$ cat config.mk
export PLATFORM = sky130hd
export DESIGN_NAME = snn_mem_sequencer_flat
export DESIGN_NICKNAME = d
export VERILOG_FILES = /design/src/rtl/snn_mem_sequencer_if.sv /design/src/rtl/snn_mem_sequencer.sv /design/src/flat_wrapper.sv
export SDC_FILE = /design/constraint.sdc
export NUM_CORES = 1
export LEC_CHECK = 0
export CORE_AREA = 5 5 112 114
export CTS_BUF_LIST = sky130_fd_sc_hd__clkbuf_8
export DETAILED_ROUTE_END_ITERATION = 8
export DIE_AREA = 0 0 117 119
export GPL_ROUTABILITY_DRIVEN = 0
export PLACE_DENSITY = 0.68
export SLEW_MARGIN = 0
export SYNTH_ARGS = -nofsm -noshare
export SYNTH_HDL_FRONTEND = slang
export SYNTH_SLANG_ARGS = --single-unit
$ cat constraint.sdc
create_clock -name clk -period 5.86 [get_ports clk]
set_input_delay 1.465 -clock clk [delete_from_list [all_inputs] [get_ports clk]]
set_output_delay 1.465 -clock clk [all_outputs]
set_load 0.02 [all_outputs]
$ cat src/rtl/snn_mem_sequencer_if.sv
// Signal bundle of snn_mem_sequencer: loader handshake, inference stream,
// status flags and the single-port memory bus. The sequencer uses the slave
// modport. The environment (host loader, inference engine, memory) uses master.
interface snn_mem_sequencer_if #(
    parameter int DEPTH = 8192,
    parameter int DW    = 16
);
    // Number of right shifts needed to reach zero (14 for 8192).
    function automatic int clogb2(input int depth);
        int d;
        int n;
        d = depth;
        n = 0;
        while (d > 0) begin
            d = d >> 1;
            n = n + 1;
        end
        return n;
    endfunction

    localparam int AW = clogb2(DEPTH);

    // Host loader
    logic          ld_start;
    logic          ld_valid;
    logic [DW-1:0] ld_data;
    logic          ld_end;
    logic          ld_ready;
    logic          ld_done;
    logic [AW:0]   ld_count;

    // Inference read stream
    logic          run_start;
    logic [AW:0]   run_len;
    logic          rd_valid;
    logic [DW-1:0] rd_data;
    logic          rd_ready;
    logic          run_done;

    // Status
    logic          busy;
    logic          collision;

    // Memory port
    logic          mem_we;
    logic          mem_re;
    logic [AW-1:0] mem_addr;
    logic [DW-1:0] mem_wdata;
    logic [DW-1:0] mem_rdata;

    modport slave (
        input  ld_start, ld_valid, ld_data, ld_end,
        input  run_start, run_len, rd_ready,
        input  mem_rdata,
        output ld_ready, ld_done, ld_count,
        output rd_valid, rd_data, run_done,
        output busy, collision,
        output mem_we, mem_re, mem_addr, mem_wdata
    );

    modport master (
        output ld_start, ld_valid, ld_data, ld_end,
        output run_start, run_len, rd_ready,
        output mem_rdata,
        input  ld_ready, ld_done, ld_count,
        input  rd_valid, rd_data, run_done,
        input  busy, collision,
        input  mem_we, mem_re, mem_addr, mem_wdata
    );
endinterface

$ cat src/rtl/snn_mem_sequencer.sv
// Arbitrates the single-port synaptic/neuron memory between the host loader
// (sequential writes) and the inference engine (sequential reads streamed out
// through a 2-entry FIFO with valid/ready backpressure). One session at a time.
module snn_mem_sequencer #(
    parameter int DEPTH = 8192,
    parameter int DW    = 16
) (
    input  logic               clk,
    input  logic               rst,
    snn_mem_sequencer_if.slave bus
);
    function automatic int clogb2(input int depth);
        int d;
        int n;
        d = depth;
        n = 0;
        while (d > 0) begin
            d = d >> 1;
            n = n + 1;
        end
        return n;
    endfunction

    localparam int          AW       = clogb2(DEPTH);
    localparam logic [AW:0] DEPTH_W  = (AW+1)'(DEPTH);
    localparam logic [AW:0] LAST_W   = DEPTH_W - (AW+1)'(1);
    localparam logic [AW:0] ONE_W    = (AW+1)'(1);

    typedef enum logic [1:0] {
        S_IDLE  = 2'd0,
        S_LOAD  = 2'd1,
        S_RUN   = 2'd2,
        S_FLUSH = 2'd3
    } state_t;

    state_t        state_q, state_d;
    logic [AW:0]   cnt_q, cnt_d;            // address counter / reads issued
    logic [AW:0]   len_q, len_d;            // clamped sweep length
    logic [AW:0]   ld_count_q, ld_count_d;
    logic          ld_done_q, ld_done_d;
    logic          run_done_q, run_done_d;
    logic          collision_q, collision_d;
    logic          inflight_q, inflight_d;  // mem_re was asserted last cycle
    logic [1:0]    occ_q, occ_d;            // FIFO occupancy 0..2
    logic          rd_ptr_q, rd_ptr_d;
    logic          wr_ptr_q, wr_ptr_d;
    logic [DW-1:0] fifo_q [2];

    logic          wr_en;
    logic          rd_en;
    logic          pop;
    logic          push;
    logic          rd_valid_w;
    logic [2:0]    level;
    logic [2:0]    limit;

    assign rd_valid_w = (occ_q != 2'd0);
    assign push       = inflight_q;
    assign level      = {1'b0, occ_q} + {2'b00, inflight_q};

    // Next-state, memory-port strobes and FIFO bookkeeping.
    // NOTE: every signal gets a default before the case so no latch is inferred.
    always_comb begin
        state_d     = state_q;
        cnt_d       = cnt_q;
        len_d       = len_q;
        ld_count_d  = ld_count_q;
        ld_done_d   = 1'b0;
        run_done_d  = 1'b0;
        collision_d = 1'b0;
        wr_en       = 1'b0;
        rd_en       = 1'b0;
        pop         = 1'b0;
        limit       = 3'd1;

        case (state_q)
            S_IDLE: begin
                cnt_d       = '0;
                collision_d = bus.ld_start & bus.run_start;
                if (bus.ld_start) begin
                    state_d    = S_LOAD;
                    ld_count_d = '0;
                end else if (bus.run_start) begin
                    len_d   = (bus.run_len > DEPTH_W) ? DEPTH_W : bus.run_len;
                    state_d = (bus.run_len == '0) ? S_FLUSH : S_RUN;
                end
            end

            S_LOAD: begin
                collision_d = bus.ld_start | bus.run_start;
                wr_en       = bus.ld_valid;
                if (wr_en) begin
                    cnt_d      = cnt_q + ONE_W;
                    ld_count_d = ld_count_q + ONE_W;
                end
                // A word presented together with ld_end is still written.
                if ((wr_en && (cnt_q == LAST_W)) || bus.ld_end) begin
                    state_d   = S_IDLE;
                    cnt_d     = '0;
                    ld_done_d = 1'b1;
                end
            end

            S_RUN: begin
                collision_d = bus.ld_start | bus.run_start;
                pop         = rd_valid_w & bus.rd_ready;
                limit       = 3'd1 + {2'b00, pop};
                // Issue only if the returning word is guaranteed a FIFO slot.
                rd_en       = (cnt_q < len_q) && (level <= limit);
                if (rd_en) begin
                    cnt_d = cnt_q + ONE_W;
                end
                if (pop && (occ_q == 2'd1) && !inflight_q && (cnt_q == len_q)) begin
                    state_d    = S_IDLE;
                    cnt_d      = '0;
                    run_done_d = 1'b1;
                end
            end

            S_FLUSH: begin
                collision_d = bus.ld_start | bus.run_start;
                state_d     = S_IDLE;
                run_done_d  = 1'b1;
            end

            default: begin
                state_d = S_IDLE;
            end
        endcase

        inflight_d = rd_en;
        occ_d      = occ_q + {1'b0, push} - {1'b0, pop};
        rd_ptr_d   = rd_ptr_q ^ pop;
        wr_ptr_d   = wr_ptr_q ^ push;
    end

    // State and control registers with synchronous active-high reset.
    // NOTE: non-blocking assignments so every register samples pre-edge values.
    always_ff @(posedge clk) begin
        if (rst) begin
            state_q     <= S_IDLE;
            cnt_q       <= '0;
            len_q       <= '0;
            ld_count_q  <= '0;
            ld_done_q   <= 1'b0;
            run_done_q  <= 1'b0;
            collision_q <= 1'b0;
            inflight_q  <= 1'b0;
            occ_q       <= 2'd0;
            rd_ptr_q    <= 1'b0;
            wr_ptr_q    <= 1'b0;
        end else begin
            state_q     <= state_d;
            cnt_q       <= cnt_d;
            len_q       <= len_d;
            ld_count_q  <= ld_count_d;
            ld_done_q   <= ld_done_d;
            run_done_q  <= run_done_d;
            collision_q <= collision_d;
            inflight_q  <= inflight_d;
            occ_q       <= occ_d;
            rd_ptr_q    <= rd_ptr_d;
            wr_ptr_q    <= wr_ptr_d;
        end
    end

    // Capture the word returned by the memory one cycle after mem_re.
    // NOTE: FIFO storage is not reset; occupancy is, and rd_data is gated by rd_valid.
    always_ff @(posedge clk) begin
        if (push) begin
            fifo_q[wr_ptr_q] <= bus.mem_rdata;
        end
    end

    assign bus.ld_ready  = (state_q == S_LOAD);
    assign bus.ld_done   = ld_done_q;
    assign bus.ld_count  = ld_count_q;
    assign bus.rd_valid  = rd_valid_w;
    assign bus.rd_data   = rd_valid_w ? fifo_q[rd_ptr_q] : '0;
    assign bus.run_done  = run_done_q;
    assign bus.busy      = (state_q != S_IDLE);
    assign bus.collision = collision_q;
    assign bus.mem_we    = wr_en;
    assign bus.mem_re    = rd_en;
    assign bus.mem_addr  = (wr_en | rd_en) ? cnt_q[AW-1:0] : '0;
    assign bus.mem_wdata = wr_en ? bus.ld_data : '0;
endmodule
$ cat src/flat_wrapper.sv
// flat-port wrapper written by rule: the top's interface ports become plain ports
module snn_mem_sequencer_flat 
#(
    parameter int DEPTH = 8192,
    parameter int DW    = 16
)
  (clk, rst, bus_ld_start, bus_ld_valid, bus_ld_data, bus_ld_end, bus_run_start, bus_run_len, bus_rd_ready, bus_mem_rdata, bus_ld_ready, bus_ld_done, bus_ld_count, bus_rd_valid, bus_rd_data, bus_run_done, bus_busy, bus_collision, bus_mem_we, bus_mem_re, bus_mem_addr, bus_mem_wdata);
  snn_mem_sequencer_if #(.DEPTH(DEPTH), .DW(DW)) bus_i ();
  input  logic clk;
  input  logic rst;
  input wire logic [$bits(bus_i.ld_start)-1:0] bus_ld_start;
  input wire logic [$bits(bus_i.ld_valid)-1:0] bus_ld_valid;
  input wire logic [$bits(bus_i.ld_data)-1:0] bus_ld_data;
  input wire logic [$bits(bus_i.ld_end)-1:0] bus_ld_end;
  input wire logic [$bits(bus_i.run_start)-1:0] bus_run_start;
  input wire logic [$bits(bus_i.run_len)-1:0] bus_run_len;
  input wire logic [$bits(bus_i.rd_ready)-1:0] bus_rd_ready;
  input wire logic [$bits(bus_i.mem_rdata)-1:0] bus_mem_rdata;
  output wire logic [$bits(bus_i.ld_ready)-1:0] bus_ld_ready;
  output wire logic [$bits(bus_i.ld_done)-1:0] bus_ld_done;
  output wire logic [$bits(bus_i.ld_count)-1:0] bus_ld_count;
  output wire logic [$bits(bus_i.rd_valid)-1:0] bus_rd_valid;
  output wire logic [$bits(bus_i.rd_data)-1:0] bus_rd_data;
  output wire logic [$bits(bus_i.run_done)-1:0] bus_run_done;
  output wire logic [$bits(bus_i.busy)-1:0] bus_busy;
  output wire logic [$bits(bus_i.collision)-1:0] bus_collision;
  output wire logic [$bits(bus_i.mem_we)-1:0] bus_mem_we;
  output wire logic [$bits(bus_i.mem_re)-1:0] bus_mem_re;
  output wire logic [$bits(bus_i.mem_addr)-1:0] bus_mem_addr;
  output wire logic [$bits(bus_i.mem_wdata)-1:0] bus_mem_wdata;
  assign bus_i.ld_start = bus_ld_start;
  assign bus_i.ld_valid = bus_ld_valid;
  assign bus_i.ld_data = bus_ld_data;
  assign bus_i.ld_end = bus_ld_end;
  assign bus_i.run_start = bus_run_start;
  assign bus_i.run_len = bus_run_len;
  assign bus_i.rd_ready = bus_rd_ready;
  assign bus_i.mem_rdata = bus_mem_rdata;
  assign bus_ld_ready = bus_i.ld_ready;
  assign bus_ld_done = bus_i.ld_done;
  assign bus_ld_count = bus_i.ld_count;
  assign bus_rd_valid = bus_i.rd_valid;
  assign bus_rd_data = bus_i.rd_data;
  assign bus_run_done = bus_i.run_done;
  assign bus_busy = bus_i.busy;
  assign bus_collision = bus_i.collision;
  assign bus_mem_we = bus_i.mem_we;
  assign bus_mem_re = bus_i.mem_re;
  assign bus_mem_addr = bus_i.mem_addr;
  assign bus_mem_wdata = bus_i.mem_wdata;
  snn_mem_sequencer #(.DEPTH(DEPTH), .DW(DW)) u_core (.clk(clk), .rst(rst), .bus(bus_i));
endmodule
==> impl_metrics.env <==
export IMPL_synth_xor_area_frac=0.0312
export IMPL_seq_area_um2=2060
export IMPL_status="finished clean"
export IMPL_holdCritStartpoint="u_core.len_q[14]$_SDFFE_PP0P_"
export IMPL_dieArea_um2=13900
export IMPL_rows=39
export IMPL_multi_input_area_um2=2210
export IMPL_post_cts_resized=19
export IMPL_irDropWorstVdd_mv=0.108
export IMPL_ant_nets=0
export IMPL_post_route_min_period_ns=5.70
export IMPL_reg2reg_setup_slack_ns=2.66
export IMPL_synth_compound_area_frac=0.122
export IMPL_fill_cells=1070
export IMPL_cp_common_cell="nor2_1"
export IMPL_dpl_cell_area_um2=5850
export IMPL_vias=3842
export IMPL_synth_top_area_cell="dfxtp_1"
export IMPL_synth_top_area_share=0.245
export IMPL_tns_ns=0
export IMPL_ys_warn_count=0
export IMPL_syn_avg_cell_area_um2=9.58
export IMPL_cts_hold_buf=0
export IMPL_critPathRequiredTime_ns=4.39
export IMPL_ys_flop_type="dfxtp_1"
export IMPL_area_growth_pct=33.8
export IMPL_yosysSeqAreaShare=0.460
export IMPL_drv_slew=0
export IMPL_worstSkewPairLatency_ns=0.36
export IMPL_clockBufferDepth=2
export IMPL_io_pins=123
export IMPL_wl_per_cell_um=15.9
export IMPL_synth_area_um2=4490
export IMPL_cts_sinks=87
export IMPL_drv_cap=0
export IMPL_cellLeakagePower_nw=2.18
export IMPL_die_w_um=117
export IMPL_synth_top_family_by_area="simple AND/OR/NAND/NOR gates"
export IMPL_syn_nets=552
export IMPL_tightest_slew_ns=0.988
export IMPL_synthCells=468
export IMPL_dr_pass1_iters=4
export IMPL_regToRegEndpoint="u_core.cnt_q[2]$_SDFFE_PP0P_"
export IMPL_core_um2=11300
export IMPL_hold_viol_final=0
export IMPL_mostFrequentLayoutCells="clkdlybuf4s50_1 (106), nor2_1 (73), dfxtp_1 (55)"
export IMPL_power_density_nw_per_um2=216
export IMPL_globalRouteOverflowTotal=0
export IMPL_fin_area_um2=6000
export IMPL_finalNetCount=672
export IMPL_ys_async_sr_fraction=0
export IMPL_cp_cell_sequence="clkdlybuf4s50_1 > nand2_1 > inv_1 > fa_1 > or3b_2 > a21oi_2 > o211ai_1 > nor3b_2 > nor2_1 > buf_4 > nor2_1 > clkdlybuf4s15_1"
export IMPL_slowest_stage="or3b_2"
export IMPL_die_y_um=119
export IMPL_final_common_cell="clkdlybuf4s50_1"
export IMPL_grt_max_degree=54
export IMPL_track_usage=0.168
export IMPL_setup_violations=0
export IMPL_rr_startpoint="u_core.occ_q[1]$_SDFF_PP0_"
export IMPL_grt_pass1_wl_um=18700
export IMPL_htreeDepth=3
export IMPL_ys_seq_elements=87
export IMPL_synth_adder_area_share=0.0854
export IMPL_synthSimpleGateAreaFrac=0.212
export IMPL_critPathKind="input port to output port"
export IMPL_clock_fmax_ghz=0.175
export IMPL_dp_hpwl_um=8780
export IMPL_cts_made_buffers=9
export IMPL_antenna_found_initial=0
export IMPL_cts_tree="built"
export IMPL_drive_above_1_share=0.0742
export IMPL_hold_path_depth=2
export IMPL_synthMuxAreaShare=0.0404
export IMPL_post_cts_setup_buffer_count=0
export IMPL_drc_errors=0
export IMPL_fin_worst_skew_ns=0.0173
export IMPL_hold_path_end="u_core.len_q[14]$_SDFFE_PP0P_"
export IMPL_diodes=0
export IMPL_crit_arrival_ns=4.23
export IMPL_slowest_delay_ns=0.50
export IMPL_clockRootBuffer="clkbuf_8"
export IMPL_end_kind="output port"
export IMPL_via_per_inst=5.22
export IMPL_slew_headroom=0.341
export IMPL_worstRegToRegCells=12
export IMPL_synth_edf_count=32
export IMPL_portBuffers=122
export IMPL_hold_path_class="flop to flop"
export IMPL_grt_pass1_vias=3802
export IMPL_final_period_utilization=0.972
export IMPL_ys_types=53
export IMPL_start_util=0.396
export IMPL_crit_fanout=13
export IMPL_wl_um=11700
export IMPL_path_clk_slew_ns=0.10
export IMPL_cp_start_kind="input port"
export IMPL_synth_area_leaders="dfxtp_1 (25%), edfxtp_1 (21%), ha_1 (8.1%), nor2_1 (6.1%), mux2i_1 (3.8%)"
export IMPL_rsz0062_at_grt="no"
export IMPL_drt_iter0_markers=161
-- cells in the mapped netlist (all sizes together), types with 2 or more instances --
cell type	count
and4	4
nor2	73
nand2b	4
clkbuf	15
nand3	9
inv	40
buf	3
dfxtp	55
o21ai	8
nand2	15
o21a	2
mux2i	17
o31ai	3
a22oi	14
and3	24
a21oi	24
or3b	2
nand4	9
a211oi	5
nor2b	10
and2	3
xor2	10
nor4	3
or3	11
o32ai	10
nor3	4
ha	29
o211ai	2
edfxtp	32
xnor2	6
or4b	2
nor3b	3
-- cells by family (layout without fill, tap and decap cells) --
family / count (synthesis) / in the layout
xor+xnor: 16 / 16
flops: 87 / 87
fa+ha+maj: 30 / 30
simple gates: 182 / 182
mux: 18 / 18
buf+inv: 58 / 183
compound gates: 77 / 77
-- sequential cells by signal, indices dropped and copies added (netlist names) --
name,count
u_core.bus.run_done,1
u_core.wr_ptr_q,1
u_core.state_q,2
u_core.rd_ptr_q,1
u_core.bus.ld_count,15
u_core.inflight_q,1
u_core.cnt_q,15
u_core.len_q,15
u_core.fifo_q,32
u_core.bus.collision,1
u_core.occ_q,2
u_core.bus.ld_done,1
-- power by group --
group          switching, mW  internal [mW]  total, mW
sequential           0.00767          0.637      0.645
combinational          0.126          0.106      0.232
clock                  0.224          0.198      0.421
total                  0.357          0.941       1.30
-- worst max-delay path, delay by kind of cell --
family,cells,cell delay [ns]
buffers and inverters,4,1.04
adder cells (fa/ha/maj),1,0.44
AO/OA/AOI/OAI,2,0.31
AND/OR/NAND/NOR,5,0.96
-- stage by stage --
stage | std cells | power (mW) | hold slack (ns) | util | setup WS (ns)
final | 736 | 1.30 | 0.458 | 0.530 | 0.161
after global routing | 736 | 1.36 | 0.474 | 0.530 | 0.00805
after CTS | 736 | 1.31 | 0.457 | 0.533 | 0.00702
after detailed placement | 720 | 0.891 | 0.441 | 0.516 | -0.281
after global placement | 720 | 0.885 | 0.440 | 0.516 | -0.167
after floorplan | 468 | 0.790 | 0.423 | - | 0.188
-- how the worst max path moves through the flow --
| stage | from | endpoint | slack [ns] | depth (start not counted) |
|---|---|---|---|---|
| floorplan | bus_rd_ready | bus_mem_addr[0] | 0.19 | 10 |
| global placement | bus_rd_ready | bus_mem_addr[10] | -0.17 | 12 |
| detailed placement | bus_rd_ready | bus_mem_addr[8] | -0.28 | 12 |
| CTS | bus_rd_ready | bus_mem_addr[12] | 0.007 | 12 |
| global route | bus_rd_ready | bus_mem_addr[8] | 0.008 | 12 |
| finish | bus_rd_ready | bus_mem_addr[9] | 0.16 | 12 |
-- area by class of cell --
| class | count | area share |
|---|---|---|
| clock inverters | 7 | 0.0121 |
| well taps | 143 | 0.0298 |
| flip-flops and latches | 87 | 0.344 |
| inverters | 40 | 0.0250 |
| multi-input cells | 323 | 0.368 |
| repair buffers | 127 | 0.200 |
| clock buffers | 9 | 0.0206 |
-- metal layers --
layer,vias up,global-route usage,share of wire
met5,-,0,0
met4,0,0.0530,0.015
met3,11,0.0319,0.055
met2,108,0.286,0.50
met1,1810,0.213,0.43
li1,1913,-,-
Power figures use the tool's default switching activity.
